==> config.mk <==
export PLATFORM = sky130hd
export DESIGN_NAME = wb_arbiter2_flat
export DESIGN_NICKNAME = d
export VERILOG_FILES = /design/src/rtl/wb_arbiter2_if.sv /design/src/rtl/wb_arbiter2.sv /design/src/flat_wrapper.sv
export SDC_FILE = /design/constraint.sdc
export NUM_CORES = 1
export LEC_CHECK = 0
export CAP_MARGIN = 20
export CORE_ASPECT_RATIO = 1.2
export CORE_MARGIN = 3
export CORE_UTILIZATION = 29
export CTS_BUF_LIST = sky130_fd_sc_hd__clkbuf_16
export DETAILED_ROUTE_END_ITERATION = 6
export HOLD_SLACK_MARGIN = 0.05
export PLACE_DENSITY = 0.89
export SYNTH_ARGS = -nofsm -noshare
export SYNTH_HDL_FRONTEND = slang
export SYNTH_SLANG_ARGS = --single-unit
==> constraint.sdc <==
create_clock -name clk -period 2.3 [get_ports clk]
set_input_delay 0.575 -clock clk [delete_from_list [all_inputs] [get_ports clk]]
set_output_delay 0.575 -clock clk [all_outputs]
set_load 0.1 [all_outputs]
==> src/rtl/wb_arbiter2_if.sv <==
// Pipelined Wishbone bus bundle shared by the arbiter's master-facing and slave-facing ports.
// err is an abort indication returned to a bus master; a plain slave leaves it tied low.
interface wb_arbiter2_if #(
    parameter int AW = 32,
    parameter int DW = 32
);
    logic          cyc;
    logic          stb;
    logic          we;
    logic [AW-1:0] addr;
    logic [DW-1:0] data;
    logic          ack;
    logic          stall;
    logic          err;

    modport master (output cyc, stb, we, addr, data, input ack, stall, err);
    modport slave  (input cyc, stb, we, addr, data, output ack, stall, err);
endinterface

==> src/rtl/wb_arbiter2.sv <==
// Two-master round-robin Wishbone arbiter holding the grant for a whole CYC,
// with a watchdog that aborts transfers the slave never acknowledges.
module wb_arbiter2 #(
    parameter int AW      = 32,
    parameter int DW      = 32,
    parameter int TIMEOUT = 255
) (
    input  logic                clk,
    input  logic                reset,
    wb_arbiter2_if.slave        m0,
    wb_arbiter2_if.slave        m1,
    wb_arbiter2_if.master       s,
    output logic                o_timeout
);
    localparam int CW = (TIMEOUT < 2) ? 1 : $clog2(TIMEOUT + 1);

    typedef enum logic [1:0] {IDLE, GNT0, GNT1, DRAIN} state_t;

    state_t        state, state_nx;
    logic          last_grant, last_grant_nx;
    logic [CW-1:0] wd_cnt, wd_cnt_nx;
    logic          granted;
    logic          cur_cyc;
    logic          oth_cyc;
    logic          abort;

    // The slave's ack on the expiry cycle takes precedence over the abort.
    always_comb begin
        granted = (state == GNT0) || (state == GNT1);
        cur_cyc = (state == GNT1) ? m1.cyc : m0.cyc;
        oth_cyc = (state == GNT1) ? m0.cyc : m1.cyc;
        abort   = granted && (TIMEOUT != 0) && (wd_cnt == CW'(TIMEOUT)) && !s.ack;
    end

    always_comb begin
        state_nx      = state;
        last_grant_nx = last_grant;
        wd_cnt_nx     = wd_cnt;
        case (state)
            IDLE: begin
                if (m0.cyc && (!m1.cyc || last_grant)) begin
                    state_nx      = GNT0;
                    last_grant_nx = 1'b0;
                    wd_cnt_nx     = '0;
                end else if (m1.cyc) begin
                    state_nx      = GNT1;
                    last_grant_nx = 1'b1;
                    wd_cnt_nx     = '0;
                end
            end
            GNT0, GNT1: begin
                if (abort) begin
                    state_nx = cur_cyc ? DRAIN : IDLE;
                end else if (!cur_cyc) begin
                    if (oth_cyc) begin
                        state_nx      = (state == GNT0) ? GNT1 : GNT0;
                        last_grant_nx = ~last_grant;
                        wd_cnt_nx     = '0;
                    end else begin
                        state_nx = IDLE;
                    end
                end else if (s.ack) begin
                    wd_cnt_nx = '0;
                end else if ((TIMEOUT != 0) && (wd_cnt != CW'(TIMEOUT))) begin
                    wd_cnt_nx = wd_cnt + 1'b1;
                end
            end
            DRAIN: begin
                // last_grant still names the master whose transfer was aborted.
                if (!(last_grant ? m1.cyc : m0.cyc)) begin
                    state_nx = IDLE;
                end
            end
            default: state_nx = IDLE;
        endcase
    end

    always_ff @(posedge clk or negedge reset) begin
        if (!reset) begin
            state      <= IDLE;
            last_grant <= 1'b1;
            wd_cnt     <= '0;
        end else begin
            state      <= state_nx;
            last_grant <= last_grant_nx;
            wd_cnt     <= wd_cnt_nx;
        end
    end

    // Bus mux and response routing are combinational from state, so reset idles the bus at once.
    always_comb begin
        s.cyc     = 1'b0;
        s.stb     = 1'b0;
        s.we      = 1'b0;
        s.addr    = '0;
        s.data    = '0;
        m0.ack    = 1'b0;
        m0.stall  = 1'b1;
        m0.err    = 1'b0;
        m1.ack    = 1'b0;
        m1.stall  = 1'b1;
        m1.err    = 1'b0;
        o_timeout = abort;
        case (state)
            GNT0: begin
                s.cyc    = m0.cyc;
                s.stb    = m0.stb;
                s.we     = m0.we;
                s.addr   = m0.addr;
                s.data   = m0.data;
                m0.ack   = s.ack;
                m0.stall = s.stall;
                m0.err   = abort;
            end
            GNT1: begin
                s.cyc    = m1.cyc;
                s.stb    = m1.stb;
                s.we     = m1.we;
                s.addr   = m1.addr;
                s.data   = m1.data;
                m1.ack   = s.ack;
                m1.stall = s.stall;
                m1.err   = abort;
            end
            default: ;
        endcase
    end
endmodule

==> src/flat_wrapper.sv <==
// flat-port wrapper written by rule: the top's interface ports become plain ports
module wb_arbiter2_flat 
#(
    parameter int AW      = 32,
    parameter int DW      = 32,
    parameter int TIMEOUT = 255
)
  (clk, reset, o_timeout, m0_cyc, m0_stb, m0_we, m0_addr, m0_data, m0_ack, m0_stall, m0_err, m1_cyc, m1_stb, m1_we, m1_addr, m1_data, m1_ack, m1_stall, m1_err, s_cyc, s_stb, s_we, s_addr, s_data, s_ack, s_stall, s_err);
  wb_arbiter2_if #(.AW(AW), .DW(DW)) m0_i ();
  wb_arbiter2_if #(.AW(AW), .DW(DW)) m1_i ();
  wb_arbiter2_if #(.AW(AW), .DW(DW)) s_i ();
  input  logic clk;
  input  logic reset;
  output logic o_timeout;
  input wire logic [$bits(m0_i.cyc)-1:0] m0_cyc;
  input wire logic [$bits(m0_i.stb)-1:0] m0_stb;
  input wire logic [$bits(m0_i.we)-1:0] m0_we;
  input wire logic [$bits(m0_i.addr)-1:0] m0_addr;
  input wire logic [$bits(m0_i.data)-1:0] m0_data;
  output wire logic [$bits(m0_i.ack)-1:0] m0_ack;
  output wire logic [$bits(m0_i.stall)-1:0] m0_stall;
  output wire logic [$bits(m0_i.err)-1:0] m0_err;
  input wire logic [$bits(m1_i.cyc)-1:0] m1_cyc;
  input wire logic [$bits(m1_i.stb)-1:0] m1_stb;
  input wire logic [$bits(m1_i.we)-1:0] m1_we;
  input wire logic [$bits(m1_i.addr)-1:0] m1_addr;
  input wire logic [$bits(m1_i.data)-1:0] m1_data;
  output wire logic [$bits(m1_i.ack)-1:0] m1_ack;
  output wire logic [$bits(m1_i.stall)-1:0] m1_stall;
  output wire logic [$bits(m1_i.err)-1:0] m1_err;
  output wire logic [$bits(s_i.cyc)-1:0] s_cyc;
  output wire logic [$bits(s_i.stb)-1:0] s_stb;
  output wire logic [$bits(s_i.we)-1:0] s_we;
  output wire logic [$bits(s_i.addr)-1:0] s_addr;
  output wire logic [$bits(s_i.data)-1:0] s_data;
  input wire logic [$bits(s_i.ack)-1:0] s_ack;
  input wire logic [$bits(s_i.stall)-1:0] s_stall;
  input wire logic [$bits(s_i.err)-1:0] s_err;
  assign m0_i.cyc = m0_cyc;
  assign m0_i.stb = m0_stb;
  assign m0_i.we = m0_we;
  assign m0_i.addr = m0_addr;
  assign m0_i.data = m0_data;
  assign m0_ack = m0_i.ack;
  assign m0_stall = m0_i.stall;
  assign m0_err = m0_i.err;
  assign m1_i.cyc = m1_cyc;
  assign m1_i.stb = m1_stb;
  assign m1_i.we = m1_we;
  assign m1_i.addr = m1_addr;
  assign m1_i.data = m1_data;
  assign m1_ack = m1_i.ack;
  assign m1_stall = m1_i.stall;
  assign m1_err = m1_i.err;
  assign s_cyc = s_i.cyc;
  assign s_stb = s_i.stb;
  assign s_we = s_i.we;
  assign s_addr = s_i.addr;
  assign s_data = s_i.data;
  assign s_i.ack = s_ack;
  assign s_i.stall = s_stall;
  assign s_i.err = s_err;
  wb_arbiter2 #(.AW(AW), .DW(DW), .TIMEOUT(TIMEOUT)) u_core (.clk(clk), .reset(reset), .m0(m0_i), .m1(m1_i), .s(s_i), .o_timeout(o_timeout));
endmodule
==> flow_summary_export.csv, run 1 <==
group,metric,value,unit
cts,cts_buffers,3,
yosys,synth_edf_count,0,
placed_design,port-buffer-count,211,
cts,clk_path_buf_depth,2,
run_status,stop_stage,"global routing",
yosys,synth_cells,269,
yosys,synth_seq_cells,11,
yosys,synth.area.top_cells,"a22oi_1 25%, nor2b_1 22%, dfrtp_1 12%",
yosys,seq_area_frac_synth,0.1379,
yosys,synth_fp_nets,415,
floorplan,top_level_ports,213,
run_status,status,"did not finish",
floorplan,die_h,97.10,um
floorplan,row_count,32,
cts,clkSinkCount,11,
yosys,synth.distinct_cells,47,
yosys,syn_area_per_cell,7.456,um2
floorplan,start_util,0.3054,
placed_design,dp_hpwl,10560,um
yosys,synth_top_area_share,0.2508,
yosys,synthArstFlopShare,1.000,
placed_design,place.gp.congestion,0.9349,
cts,cts_hold_buffers,0,
global_route,overflow,188,
floorplan,die-width,81.92,um
cts,root_buffer,"clkbuf_16",
yosys,ys_warn_count,0,
run_status,error_line,"[ERROR GRT-0232] Routing congestion too high. Check the congestion heatmap in the GUI.",
yosys,synth_area,0.002006,mm2
placed_design,dpl.cell_count,567,
sta,worstEndpointGrtRepair,"s_addr[19]",
yosys,synth_ff_type,"dfrtp_1",
yosys,yosysTopAreaCell,"a22oi_1",
cts,htreeDepth,1,
global_route,grt_util_all_layers,0.8046,
global_route,grt_max_degree,31,
sta,worst_endpoint_kind,"output port",
==> repair_timing <==
action,CTS
resized for setup,28
gates cloned,0
setup endpoints to repair,77
pin swaps,1
buffers inserted,3
==> synth_stat cells (all sizes together), types with 2 or more instances <==
cell type / instances
a211o: 3
nor3b: 3
buf: 7
a22o: 7
inv: 3
o31ai: 2
nor2b: 69
a211oi: 2
and2: 6
nand3: 3
nand4: 2
dfrtp: 10
o211ai: 2
mux2: 3
ha: 7
nand3b: 2
clkbuf: 22
and3: 4
a21oi: 9
nand2: 7
a22oi: 67
nor2: 5
nor3: 2
a2111oi: 2
nand2b: 3
==> metrics by stage <==
step                      utilization  area [um2]  setup slack, ns
after floorplan                     -        2582         -0.02845
after global placement         0.8609        5653         -0.08001
after detailed placement       0.8609        5653          -0.1502
after CTS                      0.8954        5879        -0.007915
==> cells by family after synthesis <==
family          Yosys count  synth area share
flops                    11            0.1379
buf+inv                  32           0.06425
fa+ha+maj                 7           0.04367
mux                       4           0.02183
simple gates            112            0.3431
xor+xnor                  1          0.004368
compound gates          102            0.3849
==> per-layer routing <==
metal | GRT usage | overflow
met2 | 0.9788 | 121
met5 | 0 | 0
met1 | 0.7893 | 0
met4 | 0.9258 | 67
met3 | 0.5863 | 0
==> inputs of run 2 (changes only) <==
Settings changed: CORE_ASPECT_RATIO 1.2 to unset, CORE_UTILIZATION 29 to 20, CTS_BUF_LIST sky130_fd_sc_hd__clkbuf_16 to unset, HOLD_SLACK_MARGIN 0.05 to unset, PLACE_DENSITY 0.89 to unset, PLACE_DENSITY_LB_ADDON set to 0.15.
==> run 2 against run 1 <==
  * The flow now finishes without violations
  * Area after synthesis unchanged
  * Synthesized cell count stayed put
==> flow_summary_export.csv, run 2 <==
group,metric,value,unit
run_status,status,"finished clean",
final_layout,fin_nets,634,
detailed_routing,num_vias,3056,
detailed_routing,vias_per_cell,4.961,
floorplan,row_count,35,
global_route,antenna_found_initial,0,
yosys,synth_cells,269,
cts,clk_pin_slew,0.05,ns
sta,hold_viol,0,
placed_design,port-buffer-count,211,
sta,tightest_slew,0.5226,ns
yosys,synthArstFlopShare,1.000,
detailed_routing,drt-wirelength-per-cell,18.80,um
final_layout,layout-drive-gt1-share,0.4949,
global_route,grt_max_degree,31,
setup_path,startpoint_type,"flip-flop",
floorplan,die-area,0.01127,mm2
setup_path,crit_slowest_cell,"dfrtp_1",
final_layout,area_delta_synth_final,202.2,%
floorplan,top_level_ports,213,
sta,rsz0062_at_grt,"yes",
setup_path,cp_top_family,"buffers and inverters",
sta,max_slew_margin,0.6505,
global_route,overflow,0,
setup_path,crit_path_end_kind,"primary output",
floorplan,core,0.009503,mm2
yosys,syn_area_per_cell,7.456,um2
yosys,synth_edf_count,0,
sta,setup_tns,0,ns
cts,clock_latency,0.23,ns
sta,min_period,2.281,ns
sta,setup_ws,0.01942,ns
floorplan,die_h,106.1,um
detailed_routing,antenna_left,0,
setup_path,worst_ep_required_time,1.73,ns
final_layout,top_register,"u_core.wd_cnt",
sta,drv_slew,0,
yosys,synth_fp_nets,415,
final_layout,antennaDiodeCount,0,
setup_path,max_stage_delay,0.38,ns
detailed_routing,totalWireLength,11580,um
yosys,seq_area_frac_synth,0.1379,
min_path,hp-class,"reg -> reg",
detailed_routing,drtIter0Drc,123,
sta,skew,0.0004441,ns
placed_design,dp_hpwl,9153,um
final_layout,reg.largest.list,"u_core.wd_cnt: 8 flops, u_core.state: 2 flops, u_core.last_grant: 1 flops",
setup_path,crit_buf_inv,3,
setup_path,crit_chain,"buf_4 > ha_4 > buf_12 > a22oi_1 > nor2b_4 > buf_12",
cts,cts_buffers,3,
yosys,synth.distinct_cells,47,
placed_design,place.gp.congestion,0.8554,
yosys,ys_warn_count,0,
detailed_routing,drc,0,
final_layout,largest_register_ffs,8,
placed_design,dpl.cell_count,607,
final_layout,n_fill_cell,738,
cts,clkSinkCount,11,
global_route,grt_pass1_wl,17360,um
cts,root_buffer,"clkbuf_8",
yosys,synth_top_area_share,0.2508,
floorplan,start_util,0.2111,
cts,htreeDepth,1,
sta,fin_crit_sh,0.9916,
sta,report.final.setup_viol,0,
final_layout,final_cells,616,
global_route,grt_pass1_vias,3093,
yosys,yosysTopAreaCell,"a22oi_1",
final_layout,mostFrequentLayoutCell,"clkdlybuf4s50_1",
sta,fmax,0.4385,GHz
yosys,netlist_top_cells_count,"69 x nor2b_1, 67 x a22oi_1, 22 x clkbuf_1",
final_layout,mostFrequentLayoutCells,"135 x clkdlybuf4s50_1, 78 x buf_12, 67 x nor2b_4",
global_route,grt_util_all_layers,0.1916,
placed_design,dpl_worst_slack,-0.1389,ns
yosys,synth_area,0.002006,mm2
cts,cts_tree,"done",
cts,clk_path_buf_depth,2,
detailed_routing,drtPass1Iterations,5,
setup_path,critPathMaxFanout,30,
yosys,synth.area.top_cells,"a22oi_1 25%, nor2b_1 22%, dfrtp_1 12%",
yosys,synth_ff_type,"dfrtp_1",
sta,hold_ws,0.5649,ns
flow_run,max-cap-violations,0,
setup_path,arrival,1.71,ns
yosys,synth_seq_cells,11,
setup_path,crit_type,"reg -> out",
setup_path,ff2ff_setup_slack,0.22,ns
floorplan,die-width,106.1,um
setup_path,crit_top_cell,"buf_12",
yosys,post-synth-top-count-cell,"nor2b_1",
-- run 2: cell counts after synthesis --
Identical to the previous run, type by type.
-- run 2: logic make-up after synthesis --
kind of cell	Yosys count	share of synthesized area
and+or+nand+nor	112	0.3431
AOI/OAI and AO/OA	102	0.3849
buffers and inverters	32	0.06425
DFF	11	0.1379
adders and majority gates	7	0.04367
muxes	4	0.02183
xor gates and xnor gates	1	0.004368
-- run 2: cell type report --
cell class	count	area, um2	share of cell area
clock buffers	4	45.04	0.007432
inverters	3	11.26	0.001858
multi-input cells	226	2382	0.3931
flip-flops and latches	11	276.5	0.04562
well taps	129	161.4	0.02663
repair buffers	243	3184	0.5254
-- run 2: repair_timing --
action / 4_1_cts / 5_1_grt
resized for setup: 10 / 46
cloned: 2 / 0
hold buffers: 0 / 0
pin swaps: 0 / 9
setup buffers: 3 / 1
endpoints found under the setup margin: 60 / 71
-- run 2: path summary, 6_finish.rpt --
| check | startpoint | endpoint | depth (start not counted) |
|---|---|---|---|
| max | u_core.state[1] | s_addr[18] | 6 |
| min | u_core.wd_cnt[7] | u_core.wd_cnt[7] | 1 |
| max reg2reg | u_core.state[1] | u_core.wd_cnt[7] | 6 |
| min reg2reg | u_core.wd_cnt[7] | u_core.wd_cnt[7] | 1 |
| max in group asynchronous | reset | u_core.last_grant | 1 |
| min in group asynchronous | reset | u_core.wd_cnt[4] | 1 |
-- run 2: metal layers --
layer | vias up | routed length, um | track usage
met1 | 1447 | 4091 | 0.2174
li1 | 1447 | - | -
met2 | 148 | 6335 | 0.3611
met3 | 14 | 898 | 0.04675
met4 | 0 | 256 | 0.03793
met5 | - | 0 | 0
-- run 2: metrics by stage --
| step | util | cell area (um2) |
|---|---|---|
| CTS | 0.6166 | 5859 |
| finish | 0.6378 | 6061 |
| detailed placement | 0.5975 | 5678 |
| global route | 0.6378 | 6061 |
| global placement | 0.5975 | 5678 |
| floorplan | - | 2582 |
Power of run 2 is left out: the tool's default activity adds up to more than one toggle a clock period on the data nets, which glitch-free logic cannot reach.
==> inputs of run 3 (changes only) <==
Settings changed: ABC_CLOCK_PERIOD_IN_PS set to 2300, PLACE_DENSITY set to 0.57, PLACE_DENSITY_LB_ADDON 0.15 to unset.
==> run 3 against run 2 <==
  * Non-clock buffer count is 1 higher
  * First-iteration DRC count is 41% higher
  * Critical endpoint is now s_data[17]
  * Critical path type unchanged
  * Count of clock-buffer cells in the layout is 1 lower
  * The run now ends with negative setup slack left
==> flow_summary_export.csv, run 3 (synthesized netlist as in run 2, its figures left out) <==
group,metric,value,unit
run_status,status,"finished with violations",
run_status,violations,"negative setup slack",
min_path,worstHoldPathCells,1,
setup_path,r2r.worst_path.cells,6,
setup_path,max_stage_delay,0.45,ns
setup_path,crit_slowest_cell,"dfrtp_2",
global_route,grt_pass1_wl,17410,um
floorplan,row_count,35,
cts,cts_tree,"done",
final_layout,reg.largest.list,"u_core.wd_cnt: 8 flops, u_core.state: 2 flops, u_core.last_grant: 1 flops",
floorplan,start_util,0.2111,
min_path,hp-class,"reg -> reg",
sta,hold_viol,0,
floorplan,top_level_ports,213,
final_layout,layout-drive-gt1-share,0.4754,
final_layout,mostFrequentLayoutCell,"clkdlybuf4s50_1",
floorplan,die-area,0.01127,mm2
floorplan,die-width,106.1,um
detailed_routing,vias_per_cell,4.921,
final_layout,mostFrequentLayoutCells,"134 x clkdlybuf4s50_1, 78 x buf_12, 67 x nor2b_4",
final_layout,top_register,"u_core.wd_cnt",
sta,rsz0062_at_grt,"yes",
global_route,grt_util_all_layers,0.1915,
cts,root_buffer,"clkbuf_8",
setup_path,worst_ep_required_time,1.73,ns
sta,setup_ws,-0.008572,ns
sta,tightest_slew,0.5199,ns
sta,min_period,2.309,ns
detailed_routing,drt-wirelength-per-cell,19.33,um
setup_path,startpoint_type,"flip-flop",
floorplan,die_h,106.1,um
cts,cts_hold_buffers,0,
cts,htreeDepth,1,
detailed_routing,totalWireLength,11920,um
flow_run,max-cap-violations,0,
setup_path,crit_path_end_kind,"primary output",
global_route,grt_pass1_vias,2986,
setup_path,arrival,1.73,ns
detailed_routing,antenna_left,0,
setup_path,crit_chain,"inv_4 > ha_4 > buf_12 > a22oi_2 > buf_4 > nor2b_4 > buf_12",
sta,fin_crit_sh,1.004,
final_layout,fin_nets,635,
placed_design,dp_hpwl,9071,um
cts,clk_path_buf_depth,2,
placed_design,dpl_worst_slack,-0.1902,ns
final_layout,antennaDiodeCount,0,
floorplan,core,0.009503,mm2
final_layout,area_delta_synth_final,203.4,%
cts,clock_latency,0.24,ns
cts,cts_buffers,3,
global_route,antenna_found_initial,0,
detailed_routing,drtPass1Iterations,4,
detailed_routing,drtIter0Drc,173,
cts,clkSinkCount,11,
detailed_routing,num_vias,3036,
final_layout,n_fill_cell,769,
global_route,grt_max_degree,50,
sta,drv_slew,0,
global_route,overflow,0,
final_layout,largest_register_ffs,8,
placed_design,port-buffer-count,211,
sta,max_slew_margin,0.6523,
placed_design,place.gp.congestion,0.8270,
sta,fmax,0.4332,GHz
detailed_routing,drc,0,
sta,skew,0.002912,ns
setup_path,critPathMaxFanout,13,
setup_path,crit_top_cell,"buf_12",
sta,report.final.setup_viol,1,
cts,clk_pin_slew,0.05,ns
setup_path,crit_type,"reg -> out",
-- run 3: cell types whose count changed in the layout (fill, tap and decap cells not counted), moves of 3 or more --
cell       before  now
clkbuf_16       0    3
buf_4          26   22
a22oi_1        22   34
a22oi_2        45   33
-- run 3: cell type report --
type / count / area, um2 / area share
tap: 129 / 161.4 / 0.02653
inverter: 3 / 13.76 / 0.002262
sequential: 11 / 277.8 / 0.04565
timing repair buffer: 244 / 3254 / 0.5349
clock inverter: 1 / 5.005 / 0.0008225
multi-input combinational: 226 / 2331 / 0.3831
clock buffer: 3 / 41.29 / 0.006786
-- run 3: repair_timing --
item | 4_1_cts | 5_1_grt
endpoints found under the setup margin | 70 | 62
pin swaps | 0 | 5
resized for setup | 13 | 36
buffers inserted | 1 | 2
cloned | 1 | 4
-- run 3: worst paths after layout --
| check | start | endpoint | slack, ns |
|---|---|---|---|
| worst max-delay path | u_core.state[1] | s_data[17] | -0.009 |
| worst min-delay path | u_core.wd_cnt[7] | u_core.wd_cnt[7] | 0.56 |
| worst max register to register | u_core.state[1] | u_core.wd_cnt[7] | 0.19 |
| worst min register to register | u_core.wd_cnt[7] | u_core.wd_cnt[7] | 0.56 |
| max in group asynchronous | reset | u_core.state[1] | 1.24 |
| min in group asynchronous | reset | u_core.wd_cnt[0] | 0.68 |
-- run 3: routing by layer --
layer	global-route usage	up-vias	part of all wire
met4	0.04440	0	0.021
met3	0.03522	13	0.069
li1	-	1451	-
met1	0.2419	1425	0.39
met2	0.3362	147	0.52
met5	0	-	0
-- run 3: stage by stage --
stage          hold slack, ns  instances  utilization  area, um2   TNS [ns]
6_report               0.5597        617       0.6403       6085  -0.008572
5_1_grt                0.6054        617       0.6403       6085     -1.693
4_1_cts                0.5600        611       0.6105       5802          0
3_5_place_dp           0.5467        605       0.5972       5675     -1.303
3_3_place_gp           0.5506        605       0.5972       5675    -0.9867
2_1_floorplan          0.2794        269            -       2582   -0.05690
-- run 3: critical path, delay by kind of cell (launching register included) --
kind,cells,cell delay [ns]
AO/OA/AOI/OAI,1,0.07
flip-flops,1,0.45
adder cells (fa/ha/maj),1,0.24
buffers and inverters,4,0.61
AND/OR/NAND/NOR,1,0.12
Power of run 3 is left out for the same reason.
==> inputs of run 4 (changes only) <==
Settings changed: RECOVER_POWER set to 100.
==> run 4 against run 3 <==
  * The flow still finishes with violations (negative setup slack)
  * Clock skew rose by 0.00059 ns
  * Final cell count is the same
  * Via count fell by 0.33%
  * Worst hold slack got worse by 0.0018 ns
  * Die area unchanged
  * Highest routed layer unchanged
==> flow_summary_export.csv, run 4 (synthesized netlist as in run 2, its figures left out) <==
group,metric,value,unit
run_status,status,"finished with violations",
run_status,violations,"negative setup slack",
setup_path,reg2reg_to,"u_core.wd_cnt[7]",
sta,report.final.setup_viol,1,
flow_run,max-cap-violations,0,
detailed_routing,num_vias,3026,
setup_path,worst_ep_required_time,1.73,ns
setup_path,critPathMaxFanout,13,
cts,clk_pin_slew,0.05,ns
floorplan,core,0.009503,mm2
cts,cts_buffers,3,
sta,fmax,0.4331,GHz
sta,rsz0062_at_grt,"yes",
cts,htreeDepth,1,
floorplan,top_level_ports,213,
final_layout,antennaDiodeCount,0,
final_layout,top_register,"u_core.wd_cnt",
detailed_routing,drtPass1Iterations,4,
floorplan,row_count,35,
detailed_routing,drc,0,
setup_path,crit_type,"reg -> out",
floorplan,die_h,106.1,um
floorplan,die-width,106.1,um
placed_design,port-buffer-count,211,
setup_path,critPathLaunch,"u_core.state[1]",
final_layout,mostFrequentLayoutCell,"clkdlybuf4s50_1",
final_layout,final_cells,617,
sta,setup_ws,-0.009151,ns
final_layout,fin_nets,635,
setup_path,crit_path_end_kind,"primary output",
global_route,grt_util_all_layers,0.1915,
placed_design,dpl.cell_count,605,
final_layout,largest_register_ffs,8,
detailed_routing,drtIter0Drc,156,
placed_design,dp_hpwl,9071,um
sta,hold_viol,0,
cts,clk_path_buf_depth,2,
setup_path,ff2ff_setup_slack,0.18,ns
final_layout,layout-drive-gt1-share,0.4713,
global_route,overflow,0,
sta,skew,0.003505,ns
setup_path,critPathCapture,"s_data[17]",
cts,clkSinkCount,11,
global_route,grt_pass1_wl,17410,um
setup_path,arrival,1.73,ns
sta,min_period,2.309,ns
sta,drv_slew,0,
global_route,antenna_found_initial,0,
cts,clock_latency,0.24,ns
detailed_routing,vias_per_cell,4.904,
floorplan,die-area,0.01127,mm2
cts,cts_tree,"done",
final_layout,mostFrequentLayoutCells,"133 x clkdlybuf4s50_1, 78 x buf_12, 67 x nor2b_4",
cts,root_buffer,"clkbuf_8",
setup_path,r2r.worst_path.cells,6,
min_path,min-delay-start,"u_core.wd_cnt[7]",
final_layout,reg.largest.list,"u_core.wd_cnt: 8 flops, u_core.state: 2 flops, u_core.last_grant: 1 flops",
detailed_routing,totalWireLength,11920,um
detailed_routing,drt-wirelength-per-cell,19.32,um
final_layout,area_delta_synth_final,203.1,%
placed_design,place.gp.congestion,0.8270,
global_route,grt_pass1_vias,2986,
sta,fin_crit_sh,1.004,
sta,tightest_slew,0.5260,ns
placed_design,dpl_worst_slack,-0.1902,ns
setup_path,startpoint_type,"flip-flop",
global_route,grt_max_degree,50,
floorplan,start_util,0.2111,
sta,max_slew_margin,0.6482,
detailed_routing,antenna_left,0,
setup_path,rr_startpoint,"u_core.state[1]",
cts,cts_hold_buffers,0,
min_path,hp-class,"reg -> reg",
[run 4: changes by cell type in the layout (fill, tap and decap cells not counted), sizes merged]
cell           change
clkdlybuf4s50      -1
buf                -1
dlygate4sd3        +1
clkbuf             +1
[run 4: worst min path at each step]
stage | endpoint | slack [ns] | depth (start not counted)
after floorplan | u_core.state[0] | 0.28 | 0
after global placement | u_core.wd_cnt[7] | 0.55 | 1
after detailed placement | u_core.wd_cnt[1] | 0.55 | 2
after CTS | u_core.wd_cnt[1] | 0.56 | 2
after global routing | u_core.wd_cnt[7] | 0.61 | 1
final | u_core.wd_cnt[7] | 0.56 | 1
[run 4: what timing repair did]
item | in CTS | in global routing
setup buffers | 1 | 2
pin swaps | 0 | 5
endpoints found under the setup margin | 70 | 62
gates cloned | 1 | 4
resized for setup | 13 | 36
[run 4: metal layers]
layer  track usage  up-vias  share of wire
met1        0.2419     1423           0.39
met4       0.04440        0          0.021
met2        0.3362      139           0.52
li1              -     1451              -
met3       0.03522       13          0.066
met5             0        -              0
[run 4: worst max-delay path, cell delays in order, from the launching register on]
cell and delay [ns]:
dfrtp_2 0.45, inv_4 0.10, ha_4 0.24, buf_12 0.17, a22oi_2 0.07, buf_4 0.15, nor2b_4 0.12, buf_12 0.19
[run 4: layout make-up]
class	count	area [um2]
timing repair buffer	244	3251
sequential	11	277.8
clock buffer	3	41.29
clock inverter	1	5.005
tap	129	161.4
fill	772	3423
inverter	3	13.76
multi-input combinational	226	2330
[run 4: stage by stage]
step	util	hold slack, ns	TNS [ns]	area, um2
2_1_floorplan	-	0.2794	-0.05690	2582
3_5_place_dp	0.5972	0.5467	-1.303	5675
3_3_place_gp	0.5972	0.5506	-0.9867	5675
4_1_cts	0.6105	0.5600	0	5802
5_1_grt	0.6398	0.6054	-1.693	6080
6_report	0.6398	0.5579	-0.009151	6080
Power of run 4 is left out for the same reason.
